<file path="src/rtl/compositor_pkg.sv">
// Shared types and elaboration helpers for the layer compositor and its fade controller.
package compositor_pkg;

  localparam int unsigned RGB_W              = 24;
  localparam int unsigned TRANSP_IDX_DEFAULT = 0;

  typedef struct packed {
    logic [7:0] r;
    logic [7:0] g;
    logic [7:0] b;
  } rgb_t;

  typedef enum logic [1:0] {
    IDLE     = 2'd0,
    FADE_OUT = 2'd1,
    DARK     = 2'd2,
    FADE_IN  = 2'd3
  } fade_state_t;

  // Ceiling log2 usable in parameter expressions.
  function automatic int unsigned log2(input int unsigned v);
    int unsigned r;
    r = 0;
    for (int unsigned i = 0; i < 31; i++) begin
      if ((32'd1 << i) < v) r = i + 1;
    end
    return r;
  endfunction

  // Index width for n items, never narrower than one bit.
  function automatic int unsigned width_of(input int unsigned n);
    return (n <= 1) ? 1 : log2(n);
  endfunction

endpackage

</file>
<file path="src/rtl/fade_ctrl.sv">
// Per-frame fade engine and blink phase generator; all state advances on frame_start,
// except fade request capture which happens on any cycle.
module fade_ctrl
  import compositor_pkg::*;
#(
  parameter  int unsigned FADE_STEPS   = 16,
  parameter  int unsigned BLINK_FRAMES = 4,
  localparam int unsigned LVL_W        = log2(FADE_STEPS) + 1,
  localparam int unsigned BC_W         = width_of(BLINK_FRAMES)
) (
  input  logic             clk,
  input  logic             rst_n,
  input  logic             frame_start,
  input  logic             fade_out_req,
  input  logic             fade_in_req,
  output logic [LVL_W-1:0] level,
  output logic             blink_phase,
  output logic             fade_busy
);

  localparam logic [LVL_W-1:0] LVL_MAX = LVL_W'(FADE_STEPS);
  localparam logic [LVL_W-1:0] LVL_ONE = LVL_W'(1);
  localparam logic [BC_W-1:0]  BC_LAST = BC_W'(BLINK_FRAMES - 1);

  fade_state_t      state, state_nxt;
  logic [LVL_W-1:0] level_nxt;
  logic             out_pend, out_pend_nxt;
  logic             in_pend, in_pend_nxt;
  logic [BC_W-1:0]  blink_cnt, blink_cnt_nxt;
  logic             blink_phase_nxt;
  logic             fade_busy_nxt;

  always_ff @(posedge clk or negedge rst_n) begin
    if (!rst_n) begin
      state       <= IDLE;
      level       <= LVL_MAX;
      out_pend    <= 1'b0;
      in_pend     <= 1'b0;
      blink_cnt   <= '0;
      blink_phase <= 1'b0;
      fade_busy   <= 1'b0;
    end else begin
      state       <= state_nxt;
      level       <= level_nxt;
      out_pend    <= out_pend_nxt;
      in_pend     <= in_pend_nxt;
      blink_cnt   <= blink_cnt_nxt;
      blink_phase <= blink_phase_nxt;
      fade_busy   <= fade_busy_nxt;
    end
  end

  // Pending bits only live in the state that can honour them; others drop requests.
  always_comb begin
    state_nxt       = state;
    level_nxt       = level;
    out_pend_nxt    = 1'b0;
    in_pend_nxt     = 1'b0;
    blink_cnt_nxt   = blink_cnt;
    blink_phase_nxt = blink_phase;
    fade_busy_nxt   = 1'b0;

    case (state)
      IDLE: begin
        out_pend_nxt = out_pend | fade_out_req;
        if (frame_start && out_pend_nxt) begin
          state_nxt    = FADE_OUT;
          level_nxt    = level - LVL_ONE;
          out_pend_nxt = 1'b0;
        end
      end
      FADE_OUT: begin
        if (frame_start) begin
          level_nxt = level - LVL_ONE;
          if (level == LVL_ONE) state_nxt = DARK;
        end
      end
      DARK: begin
        in_pend_nxt = in_pend | fade_in_req;
        if (frame_start && in_pend_nxt) begin
          state_nxt   = FADE_IN;
          level_nxt   = level + LVL_ONE;
          in_pend_nxt = 1'b0;
        end
      end
      FADE_IN: begin
        if (frame_start) begin
          level_nxt = level + LVL_ONE;
          if (level == (LVL_MAX - LVL_ONE)) state_nxt = IDLE;
        end
      end
      default: begin
        state_nxt = IDLE;
        level_nxt = LVL_MAX;
      end
    endcase

    if (frame_start) begin
      if (blink_cnt == BC_LAST) begin
        blink_cnt_nxt   = '0;
        blink_phase_nxt = ~blink_phase;
      end else begin
        blink_cnt_nxt = blink_cnt + BC_W'(1);
      end
    end

    fade_busy_nxt = (state_nxt == FADE_OUT) || (state_nxt == FADE_IN);
  end

endmodule

</file>
<file path="src/rtl/layer_compositor.sv">
// Three-stage pixel compositor: priority layer select, palette lookup, fade scaling.
// Pipeline never stalls; pix_valid just rides alongside the data.
module layer_compositor
  import compositor_pkg::*;
#(
  parameter  int unsigned     N_LAYERS     = 8,
  parameter  int unsigned     IDX_W        = 4,
  parameter  int unsigned     N_BANKS      = 4,
  parameter  int unsigned     TRANSP_IDX   = TRANSP_IDX_DEFAULT,
  parameter  logic [RGB_W-1:0] BG_RGB      = 24'h000000,
  parameter  int unsigned     FADE_STEPS   = 16,
  parameter  int unsigned     BLINK_FRAMES = 4,
  localparam int unsigned     BW           = width_of(N_BANKS),
  localparam int unsigned     PAL_AW       = BW + IDX_W
) (
  input  logic                      Clk,
  input  logic                      Reset_n,
  input  logic                      pix_valid,
  input  logic                      frame_start,
  input  logic [N_LAYERS*IDX_W-1:0] layer_idx,
  input  logic [N_LAYERS-1:0]       layer_en,
  input  logic [N_LAYERS*BW-1:0]    layer_bank,
  input  logic [N_LAYERS-1:0]       blink_mask,
  input  logic                      pal_we,
  input  logic [PAL_AW-1:0]         pal_addr,
  input  logic [RGB_W-1:0]          pal_data,
  input  logic                      fade_out_req,
  input  logic                      fade_in_req,
  output logic                      fade_busy,
  output logic [7:0]                VGA_R,
  output logic [7:0]                VGA_G,
  output logic [7:0]                VGA_B,
  output logic                      out_valid
);

  localparam int unsigned PAL_DEPTH = N_BANKS << IDX_W;
  localparam int unsigned SHIFT     = log2(FADE_STEPS);
  localparam int unsigned LVL_W     = SHIFT + 1;
  localparam int unsigned PROD_W    = 8 + LVL_W;
  localparam logic [LVL_W-1:0] LVL_MAX = LVL_W'(FADE_STEPS);

  logic [LVL_W-1:0] level;
  logic             blink_phase;

  fade_ctrl #(
    .FADE_STEPS   (FADE_STEPS),
    .BLINK_FRAMES (BLINK_FRAMES)
  ) u_fade_ctrl (
    .clk          (Clk),
    .rst_n        (Reset_n),
    .frame_start  (frame_start),
    .fade_out_req (fade_out_req),
    .fade_in_req  (fade_in_req),
    .level        (level),
    .blink_phase  (blink_phase),
    .fade_busy    (fade_busy)
  );

  // ---------------- S1: priority select ----------------
  logic             sel_hit;
  logic [BW-1:0]    sel_bank;
  logic [IDX_W-1:0] sel_idx;
  logic             s1_valid, s1_hit;
  logic [BW-1:0]    s1_bank;
  logic [IDX_W-1:0] s1_idx;

  // Walk from lowest priority upward so layer 0 overwrites last.
  always_comb begin
    sel_hit  = 1'b0;
    sel_bank = '0;
    sel_idx  = '0;
    for (int k = int'(N_LAYERS) - 1; k >= 0; k--) begin
      if (layer_en[k] &&
          (layer_idx[k*IDX_W +: IDX_W] != IDX_W'(TRANSP_IDX)) &&
          !(blink_mask[k] && blink_phase)) begin
        sel_hit  = 1'b1;
        sel_bank = layer_bank[k*BW +: BW];
        sel_idx  = layer_idx[k*IDX_W +: IDX_W];
      end
    end
  end

  always_ff @(posedge Clk or negedge Reset_n) begin
    if (!Reset_n) begin
      s1_valid <= 1'b0;
      s1_hit   <= 1'b0;
      s1_bank  <= '0;
      s1_idx   <= '0;
    end else begin
      s1_valid <= pix_valid;
      s1_hit   <= sel_hit;
      s1_bank  <= sel_bank;
      s1_idx   <= sel_idx;
    end
  end

  // ---------------- Palette ----------------
  rgb_t pal [PAL_DEPTH];
  logic wr_bank_ok;
  logic rd_bank_ok;

  if (N_BANKS == (1 << BW)) begin : g_full_banks
    assign wr_bank_ok = 1'b1;
    assign rd_bank_ok = 1'b1;
  end else begin : g_part_banks
    assign wr_bank_ok = (pal_addr[PAL_AW-1 -: BW] < BW'(N_BANKS));
    assign rd_bank_ok = (s1_bank < BW'(N_BANKS));
  end

  always_ff @(posedge Clk or negedge Reset_n) begin
    if (!Reset_n) begin
      for (int i = 0; i < int'(PAL_DEPTH); i++) pal[i] <= '0;
    end else if (pal_we && wr_bank_ok) begin
      pal[pal_addr] <= pal_data;
    end
  end

  // ---------------- S2: palette lookup ----------------
  rgb_t lut_rgb;
  logic s2_valid;
  rgb_t s2_rgb;

  // Unpopulated banks read as black rather than background.
  always_comb begin
    lut_rgb = BG_RGB;
    if (s1_hit) lut_rgb = rd_bank_ok ? pal[{s1_bank, s1_idx}] : '0;
  end

  always_ff @(posedge Clk or negedge Reset_n) begin
    if (!Reset_n) begin
      s2_valid <= 1'b0;
      s2_rgb   <= '0;
    end else begin
      s2_valid <= s1_valid;
      s2_rgb   <= lut_rgb;
    end
  end

  // ---------------- S3: fade scaling ----------------
  function automatic logic [7:0] scale_ch(input logic [7:0] c, input logic [LVL_W-1:0] lvl);
    logic [PROD_W-1:0] prod;
    prod = PROD_W'(c) * PROD_W'(lvl);
    return (lvl == LVL_MAX) ? c : 8'(prod >> SHIFT);
  endfunction

  rgb_t faded_rgb;

  always_comb begin
    faded_rgb.r = scale_ch(s2_rgb.r, level);
    faded_rgb.g = scale_ch(s2_rgb.g, level);
    faded_rgb.b = scale_ch(s2_rgb.b, level);
  end

  always_ff @(posedge Clk or negedge Reset_n) begin
    if (!Reset_n) begin
      VGA_R     <= '0;
      VGA_G     <= '0;
      VGA_B     <= '0;
      out_valid <= 1'b0;
    end else begin
      VGA_R     <= faded_rgb.r;
      VGA_G     <= faded_rgb.g;
      VGA_B     <= faded_rgb.b;
      out_valid <= s2_valid;
    end
  end

endmodule
</file>
<file path="config.mk">
export PLATFORM = sky130hd
export DESIGN_NAME = layer_compositor
export DESIGN_NICKNAME = d
export VERILOG_FILES = /design/src/rtl/compositor_pkg.sv /design/src/rtl/fade_ctrl.sv /design/src/rtl/layer_compositor.sv
export SDC_FILE = /design/constraint.sdc
export NUM_CORES = 2
export LEC_CHECK = 0
export CORE_MARGIN = 10
export CORE_UTILIZATION = 50
export DETAILED_ROUTE_END_ITERATION = 8
export HOLD_SLACK_MARGIN = 0.02
export PLACE_DENSITY = 0.66
export SLEW_MARGIN = 20
export SYNTH_ARGS = -nofsm -noshare
export SYNTH_HDL_FRONTEND = slang
export SYNTH_SLANG_ARGS = --single-unit
</file>
<file path="constraint.sdc">
create_clock -name Clk -period 10.3 [get_ports Clk]
set_clock_uncertainty 0.05 [all_clocks]
set_input_delay 1.03 -clock Clk [delete_from_list [all_inputs] [get_ports Clk]]
set_output_delay 1.03 -clock Clk [all_outputs]
set_load 0.02 [all_outputs]
</file>
# After elaboration in Yosys (flattened, before gate mapping)
# Cells that the tools add are included.
[word_totals] reg_bits=1607 elab_cells=336
[classes] add_sub_neg=3 mul=3 magnitude_cmp=3 eq_ne=13 n_mux=51 bitwise_logic=5 n_reduce_logical=47
[ops] op="bitwise mux 1536 bit" n=1
[ops] op="binary-select mux 24 bit (select 6 bit)" n=1
[ops] op="demux 24 bit (select 6 bit)" n=1
[ops] op="two-way mux 24 bit" n=4
[ops] op="multiplier 8 x 5 -> 12 bit" n=3
[ops] op="two-way mux 4 bit" n=8
[ops] op="nonzero test 4 bit" n=8
[ops] op="two-way mux 2 bit" n=15
[ops] op="logical AND 1 bit" n=27
[ops] op="two-way mux 8 bit" n=3
[ops] op="two-way mux 5 bit" n=4
[ops] op="one-hot mux 5 bit (4 select lines)" n=1
[ops] op=">= comparator 7 bit, second input constant" n=2
[ops] op="inverter 6 -> 7 bit" n=2
[ops] op="two-way mux 1 bit" n=12
[ops] op="== test 2 bit, second input constant" n=4
[ops] op="logical NOT 1 bit" n=8
[ops] op="one-hot mux 2 bit (4 select lines)" n=1
[ops] op="< comparator 7 x 1 -> 1 bit, second input constant" n=1
[ops] op="adder 5 x 1 -> 5 bit, second input constant" n=1
[ops] op="== test 5 x 1 -> 1 bit, second input constant" n=1
[ops] op="== test 5 x 4 -> 1 bit, second input constant" n=1
[ops] op="== test 5 bit, second input constant" n=1
[ops] op="subtractor 5 x 1 -> 5 bit, second input constant" n=1
[ops] op="other kinds (10)" n=14

# Longest topological paths before layout
[depth] depth_word=11 ltp_mapped=15 ltp_nobuf=13

# By module
# A second synthesis with hierarchy kept.
[unflattened] cells_unflattened=5180 area_unflattened_um2=76291.9
[modules_own_cells] mod="layer_compositor" n_inst=1 cells_per_inst=5117 area_per_inst_um2=75563.7
[modules_own_cells] mod="fade_ctrl" n_inst=1 cells_per_inst=63 area_per_inst_um2=728.2

# Worst setup path after synthesis
# No wires, ideal clock.
[synth_timing] path_kind="register -> register" startpoint="reg u_fade_ctrl.level[4]" endpoint="reg VGA_G[6]" setup_ns=0.128 t_arrival_ns=3.850 path_slack_ns=6.272 path_stages_with_launch=14 cell_sequence="dfstp_2 clkbuf_1 clkbuf_1 and2_1 fa_1 fa_1 inv_1 fa_1 inv_1 ha_1 or4_1 o221ai_1 nor4b_1 nor3_1"
[synth_lines] element="start, declared" line="fade_ctrl.sv:16" text="output logic [LVL_W-1:0] level,"
[synth_lines] element="start signal, assigned" line="fade_ctrl.sv:44" text="level <= level_nxt;"
[synth_lines] element="end signal, assigned" line="layer_compositor.sv:162" text="VGA_G <= faded_rgb.g;"
[synth_lines] element="end, declared" line="layer_compositor.sv:31" text="output logic [7:0] VGA_G,"

==> flow_metrics.py <==
metrics = {
    "clocking": {
        "clock-sinks": 1607,
        "postCtsHoldBufs": 0,
        "clockBufferDepth": 3,
        "cts-htree-levels": 4,
        "root_buffer": "clkbuf_16",
        "clk_pin_slew_ps": 60,
        "cts_tree": "done",
        "clk_latency_ps": 810,
        "post_cts_resize_count": 0,
        "cts_setup_buffers": 0,
        "numCtsBuffers": 168,
    },
    "drt": {
        "postRouteAntennaNets": 0,
        "initialDrtViolationCount": 3586,
        "wirelength_mm": 215,
        "drcViolationCount": 0,
        "via_per_inst": 6.25,
        "drt_first_pass_iters": 6,
        "dr_total_vias": 45600,
        "wl_per_cell_um": 29.4,
    },
    "sta": {
        "worstMarginPinSlew_ps": 1150,
        "fin_crit_ps": 4500,
        "fin_hold_ws_ps": 166,
        "finalSetupTns_ps": 0,
        "maxSlewViolCount": 0,
        "rsz0062_at_grt": "no",
        "max_slew_margin_pct": 22.6,
        "max_freq_mhz": 222,
        "hold_violations": 0,
        "setup_viol": 0,
        "period_share_pct": 43.7,
    },
    "synth": {
        "ys_types": 80,
        "avgSynthCellArea_um2": 14.7,
        "synth-seq-area-share_pct": 52.7,
        "synth_cells": 5181,
        "synth-edff-count": 0,
        "ys_ff_latch": 1607,
        "synthesis.area_um2": 76300,
        "async_reset_ff_share_pct": 100,
        "syn_nets": 5390,
        "synth-main-ff-cell": "dfrtp_1",
        "yosysWarnings": 0,
    },
    "grt": {
        "grt_pass1_vias": 47500,
        "grt_start_max_net_pins": 180,
        "grt.total_usage_pct": 25.4,
        "antenna_found_initial": 4,
        "overflow": 0,
        "grt_pass1_wl_mm": 321,
    },
    "finish": {
        "fin_nets": 5349,
        "area_growth_pct": 10.9,
        "final_common_cell": "dfrtp_1",
        "final_cell_mix": "1601 x dfrtp_1, 1525 x mux2_2, 336 x mux4_2",
        "final_layout_size_suffix_gt1_share_pct": 44.8,
    },
    "die": {
        "die_w_um": 411,
        "design.core.area_um2": 152000,
        "rows": 143,
        "num_io_pins": 127,
        "initial_utilization_pct": 50.3,
        "die_area_um2": 169000,
        "die-height_um": 411,
    },
    "worst_setup_path": {
        "cp.required_ps": 10980,
        "critPathMaxFanout": 44,
        "critPathLaunchType": "flip-flop",
        "critPathKind": "flip-flop to flip-flop",
        "cp_slowest_cell": "nor3_1",
        "path_cells": "buf_4, buf_4, mux2i_1, a22oi_1, nand4_1, nor3_1, or4_1",
        "critPathMaxStageDelay_ps": 990,
        "timing.critical_path.mode_cell": "buf_4",
        "worstRegToRegCells": 7,
        "cp.arrival_ps": 5180,
        "crit_path_end_kind": "flip-flop",
    },
    "status": {
        "status": "completed",
    },
    "power_and_ir_drop": {
        "p_sw_share_pct": 33.3,
        "clkPwrFrac_pct": 29.6,
        "total_power_w": 0.0207,
        "sequentialPowerShare_pct": 38.7,
        "p_leak_nw": 39.1,
        "p_sw_w": 0.00691,
        "p_per_area_nw_per_um2": 245,
        "p_int_w": 0.0138,
        "ir_drop_uv": 154,
        "comb_power_share_pct": 31.8,
    },
    "place": {
        "finalWeightedCongestion": 0.893,
        "place_hpwl_mm": 132,
        "io_buffer_count": 126,
    },
    "job": {
        "drv_cap": 0,
    },
    "min_path": {
        "hp-class": "primary input to async pin",
    },
}
[registers in the layout, indices dropped and copies added, names as in the netlist]
signal / count
s1_valid: 1
pal: 1536
u_fade_ctrl.state: 2
u_fade_ctrl.blink_phase: 1
s1_idx: 4
u_fade_ctrl.out_pend: 1
VGA_R: 8
VGA_G: 8
u_fade_ctrl.blink_cnt: 2
out_valid: 1
s2_rgb: 24
s1_bank: 2
s1_hit: 1
u_fade_ctrl.fade_busy: 1
u_fade_ctrl.level: 5
s2_valid: 1
VGA_B: 8
u_fade_ctrl.in_pend: 1
[metal layers]
| layer | part of all wire, % | global-route usage, % |
|---|---|---|
| met5 | 0.012 | 0 |
| met4 | 4.6 | 10.6 |
| met3 | 6.2 | 5.25 |
| met2 | 46 | 39.6 |
| met1 | 43 | 34.7 |
[worst max-delay path: cells and delay by family (launching register included)]
| kind | cells | cell delay (ps) |
|---|---|---|
| buffers and inverters | 2 | 1450 |
| AOI/OAI and AO/OA | 1 | 370 |
| and+or+nand+nor | 3 | 1390 |
| muxes | 1 | 180 |
| DFF | 1 | 890 |
[power by group through the flow]
stage	Clock [W]	Combinational [W]	Sequential, W
2_1_floorplan	0	0.00469	0.00775
3_3_place_gp	0	0.00646	0.00807
3_5_place_dp	0	0.00656	0.00811
4_1_cts	0.00622	0.00659	0.00800
5_1_grt	0.00648	0.00714	0.00812
6_report	0.00613	0.00659	0.00801
[stage by stage]
step           std cells  setup slack, ps  util [%]  cell area (µm²)
2_1_floorplan       5181             6270         -            76300
6_report            7299             5800      55.8            84600
5_1_grt             7297             5620      55.8            84600
3_5_place_dp        6999             5880      52.1            79000
3_3_place_gp        6999             5880      52.1            79000
4_1_cts             7296             5840      55.7            84600
[cells in the mapped netlist, types with 7 or more instances]
master    count  area share [%]
dfrtp_1    1606              53
nand3_1      40            0.26
or4_1        15            0.15
clkbuf_1    275             1.4
nand2_1     124            0.61
nor3_1       35            0.23
o21bai_1      7           0.069
buf_6        24            0.35
a22oi_1      28            0.28
a221oi_1      8           0.092
o22a_1       22            0.25
o21ai_0      45            0.30
and2_1       74            0.61
mux2_2     1525              23
nand2b_1     10           0.082
mux2i_1     113             1.5
xnor2_1      14            0.16
mux2_1       14            0.21
a22o_1       11            0.13
a21oi_1      45            0.30
buf_4        40            0.39
buf_1        28            0.14
inv_1        85            0.42
nand4_1      12           0.098
ha_1         60            0.98
nor4_1       17            0.14
buf_2       111            0.73
nor2_1      105            0.52
and3_1        9           0.074
fa_1         48             1.3
o22ai_1      80            0.66
o221ai_1     12            0.14
nor2b_1      17            0.14
a211oi_1     37            0.36
mux4_2      336             9.9
o211ai_1     20            0.20
[final timing paths]
| kind | startpoint | to | slack [ps] |
|---|---|---|---|
| min | Reset_n | s2_valid$_DFF_PN0_ | 170 |
| max in group asynchronous | Reset_n | s1_bank[0]$_DFF_PN0_ | 7650 |
| max | s1_idx[1]$_DFF_PN0_ | s2_rgb[7]$_DFF_PN0_ | 5800 |
| min reg2reg | s2_valid$_DFF_PN0_ | out_valid$_DFF_PN0_ | 300 |
| min in group Clk | s2_valid$_DFF_PN0_ | out_valid$_DFF_PN0_ | 300 |
| max reg2reg | s1_idx[1]$_DFF_PN0_ | s2_rgb[7]$_DFF_PN0_ | 5800 |
[final cells by class]
type	instances	area (µm²)
tap	2030	2540
timing repair buffer	270	2390
multi-input combinational	3008	33600
clock buffer	248	4940
sequential	1607	40200
fill	12200	67100
clock inverter	49	574
antenna	2	5.00
inverter	85	319
[cell families after synthesis]
kind of cell	Yosys count	share of synthesized area (%)
AO/OA/AOI/OAI	371	3.39
XOR/XNOR	23	0.318
adder cells (fa/ha/maj)	108	2.24
buffers and inverters	566	3.44
flip-flops	1607	52.7
multiplexers	1994	34.3
AND/OR/NAND/NOR	512	3.56
No activity file was read; power rests on OpenSTA's default activity.
==> RTL change, RTL diff (config.mk and constraints unchanged) <==
`BLINK_FRAMES` is set to 4 in 2 places; all go to 8.
--- a/src/rtl/fade_ctrl.sv
+++ b/src/rtl/fade_ctrl.sv
@@ -4,7 +4,7 @@
   import compositor_pkg::*;
 #(
   parameter  int unsigned FADE_STEPS   = 16,
-  parameter  int unsigned BLINK_FRAMES = 4,
+  parameter  int unsigned BLINK_FRAMES = 8,
   localparam int unsigned LVL_W        = log2(FADE_STEPS) + 1,
   localparam int unsigned BC_W         = width_of(BLINK_FRAMES)
 ) (
--- a/src/rtl/layer_compositor.sv
+++ b/src/rtl/layer_compositor.sv
@@ -9,7 +9,7 @@
   parameter  int unsigned     TRANSP_IDX   = TRANSP_IDX_DEFAULT,
   parameter  logic [RGB_W-1:0] BG_RGB      = 24'h000000,
   parameter  int unsigned     FADE_STEPS   = 16,
-  parameter  int unsigned     BLINK_FRAMES = 4,
+  parameter  int unsigned     BLINK_FRAMES = 8,
   localparam int unsigned     BW           = width_of(N_BANKS),
   localparam int unsigned     PAL_AW       = BW + IDX_W
 ) (
Check against the original RTL: not settled (the Yosys comparison gave no result); the edit may change what the design does.
==> RTL change against the original RTL <==
Wire length decreased by 5.2%. Largest power group unchanged. Final area down 0.16%. Sequential share of layout area is 0.10 points higher. Sequential cell count up 1. Area after synthesis down 0.51%. Setup slack improved by 0.15 ns. Clock power rose by 1%. Synthesized cell count is 1.6% lower. Die area down 0.49%. Power down 5.1%. Fmax is 3.6% higher. Critical endpoint is now VGA_G[4].
==> RTL change: results (changes against the original RTL) <==
| Metric | Value |
|---|---|
| Status | `finished, final reports clean` |
| DP Area | `0.07883 mm^2 (-0.28%)` |
| GRT Util Overall | `24.09% (-1.3 points)` |
| Leak pwr | `39.08 nW (about the same)` |
| Largest cells by area after synthesis | `dfrtp_1 53%, mux2_2 23%, mux4_2 11%` |
| Slowest cell on crit path | `dfrtp_1` |
| Drt first pass iters | `5 (-1)` |
| Fillers | `11.96k (-2.3%)` |
| Vias per cell | `6.157 (-1.4%)` |
| Worst Tran Pin Value | `1.174 ns (+0.02150 ns)` |
| Data arrival, critical path | `4.99 ns (-0.19 ns)` |
| Wire length per cell | `28.20 um (-4.2%)` |
| Mapped Cells | `5098 (-1.6%)` |
| Layout net count | `5278 (-1.3%)` |
| Worst-path fanout max | `27 (-39%)` |
| PwrDens | `232.9 mW/mm^2 (-4.9%)` |
| Dpl hpwl | `124000 um (-5.8%)` |
| Vias in the first global route | `46.37k (-2.5%)` |
| Gpl congestion | `0.8545 (-4.3%)` |
| First-pass GRT wire length | `306600 um (-4.6%)` |
| Largest net degree at the start of global routing | `177 (-1.7%)` |
| Layout cells sized above 1 | `46.80% (+2.0 points)` |
| Inst Count DP | `6911 (-1.3%)` |
| Antenna Violating Nets Remaining | `0 (unchanged)` |
| Max VDD drop | `0.1744 mV (+13%)` |
| Register area share after synthesis | `53.02% (+0.30 points)` |
| Synth top cells by count | `1607 x dfrtp_1, 1548 x mux2_2, 384 x mux4_2` |
| Largest stage delay on the critical path | `0.86 ns (-0.13 ns)` |
RTL change: changes by cell type in the layout (fill, tap and decap cells not counted), moves of 14 or more:
cell      before   now
mux2_2      1525  1548
mux4_2       336   384
o221ai_1      12    26
o21ai_0       43    64
o22ai_1       80    35
mux2_1        14     0
mux2i_1      113    47
o22a_1        22     0
RTL change: cells by family after synthesis:
| kind of cell | after synthesis | synth area share [%] |
|---|---|---|
| multiplexers | 1979 | 34.98 |
| flip-flops | 1608 | 53.02 |
| buffers and inverters | 557 | 3.119 |
| AND/OR/NAND/NOR | 477 | 3.145 |
| AO/OA/AOI/OAI | 347 | 3.165 |
| adder cells (fa/ha/maj) | 109 | 2.272 |
| XOR/XNOR | 21 | 0.2967 |
RTL change: metrics by stage:
stage | power [mW] | hold slack, ns
floorplan | 11.61 | 0.2812
global placement | 13.44 | 0.2830
detailed placement | 13.57 | 0.2864
CTS | 19.78 | 0.1754
global route | 20.62 | 0.1800
finish | 19.67 | 0.1334
RTL change: worst max-delay path: cells and delay by family, from the launching register on:
family                   cells  cell delay (ns)
AND/OR/NAND/NOR              2             0.25
AO/OA/AOI/OAI                3             1.22
flip-flops                   1             0.86
adder cells (fa/ha/maj)      4             1.81
buffers and inverters        1             0.04
RTL change: final timing paths:
check	slack [ns]	cells after the start	start	to
worst max-delay path	5.96	10	u_fade_ctrl.level[3]	VGA_G[4]
worst min-delay path	0.13	1	Reset_n	u_fade_ctrl.in_pend
worst max register to register	5.96	10	u_fade_ctrl.level[3]	VGA_G[4]
worst min register to register	0.30	0	s1_valid	s2_valid
max in group asynchronous	7.52	3	Reset_n	pal[993]
min in group Clk	0.30	0	s1_valid	s2_valid
RTL change: routing by layer:
| layer | vias to the layer above | track usage (%) | share of wire [%] |
|---|---|---|---|
| li1 | 18690 | - | - |
| met1 | 24310 | 33.35 | 43 |
| met2 | 1134 | 38.63 | 48 |
| met3 | 307 | 4.379 | 5.8 |
| met4 | 4 | 7.622 | 3.2 |
| met5 | - | 0 | 0.014 |
RTL change: cell type report:
type / count / share of cell area, %
Antenna cell: 2 / 0.005925
Clock buffer: 256 / 6.067
Clock inverter: 50 / 0.6117
Inverter: 82 / 0.3644
Multi-Input combinational cell: 2933 / 39.51
Sequential cell: 1608 / 47.65
Tap cell: 2016 / 2.986
Timing Repair Buffer: 272 / 2.802
RTL change: where the power goes:
group	total (mW)	leakage (nW)	switching, mW	internal, mW
registers	7.89	21.3	0.636	7.26
clock network	6.19	2.79	2.56	3.63
logic	5.59	15.0	3.04	2.55
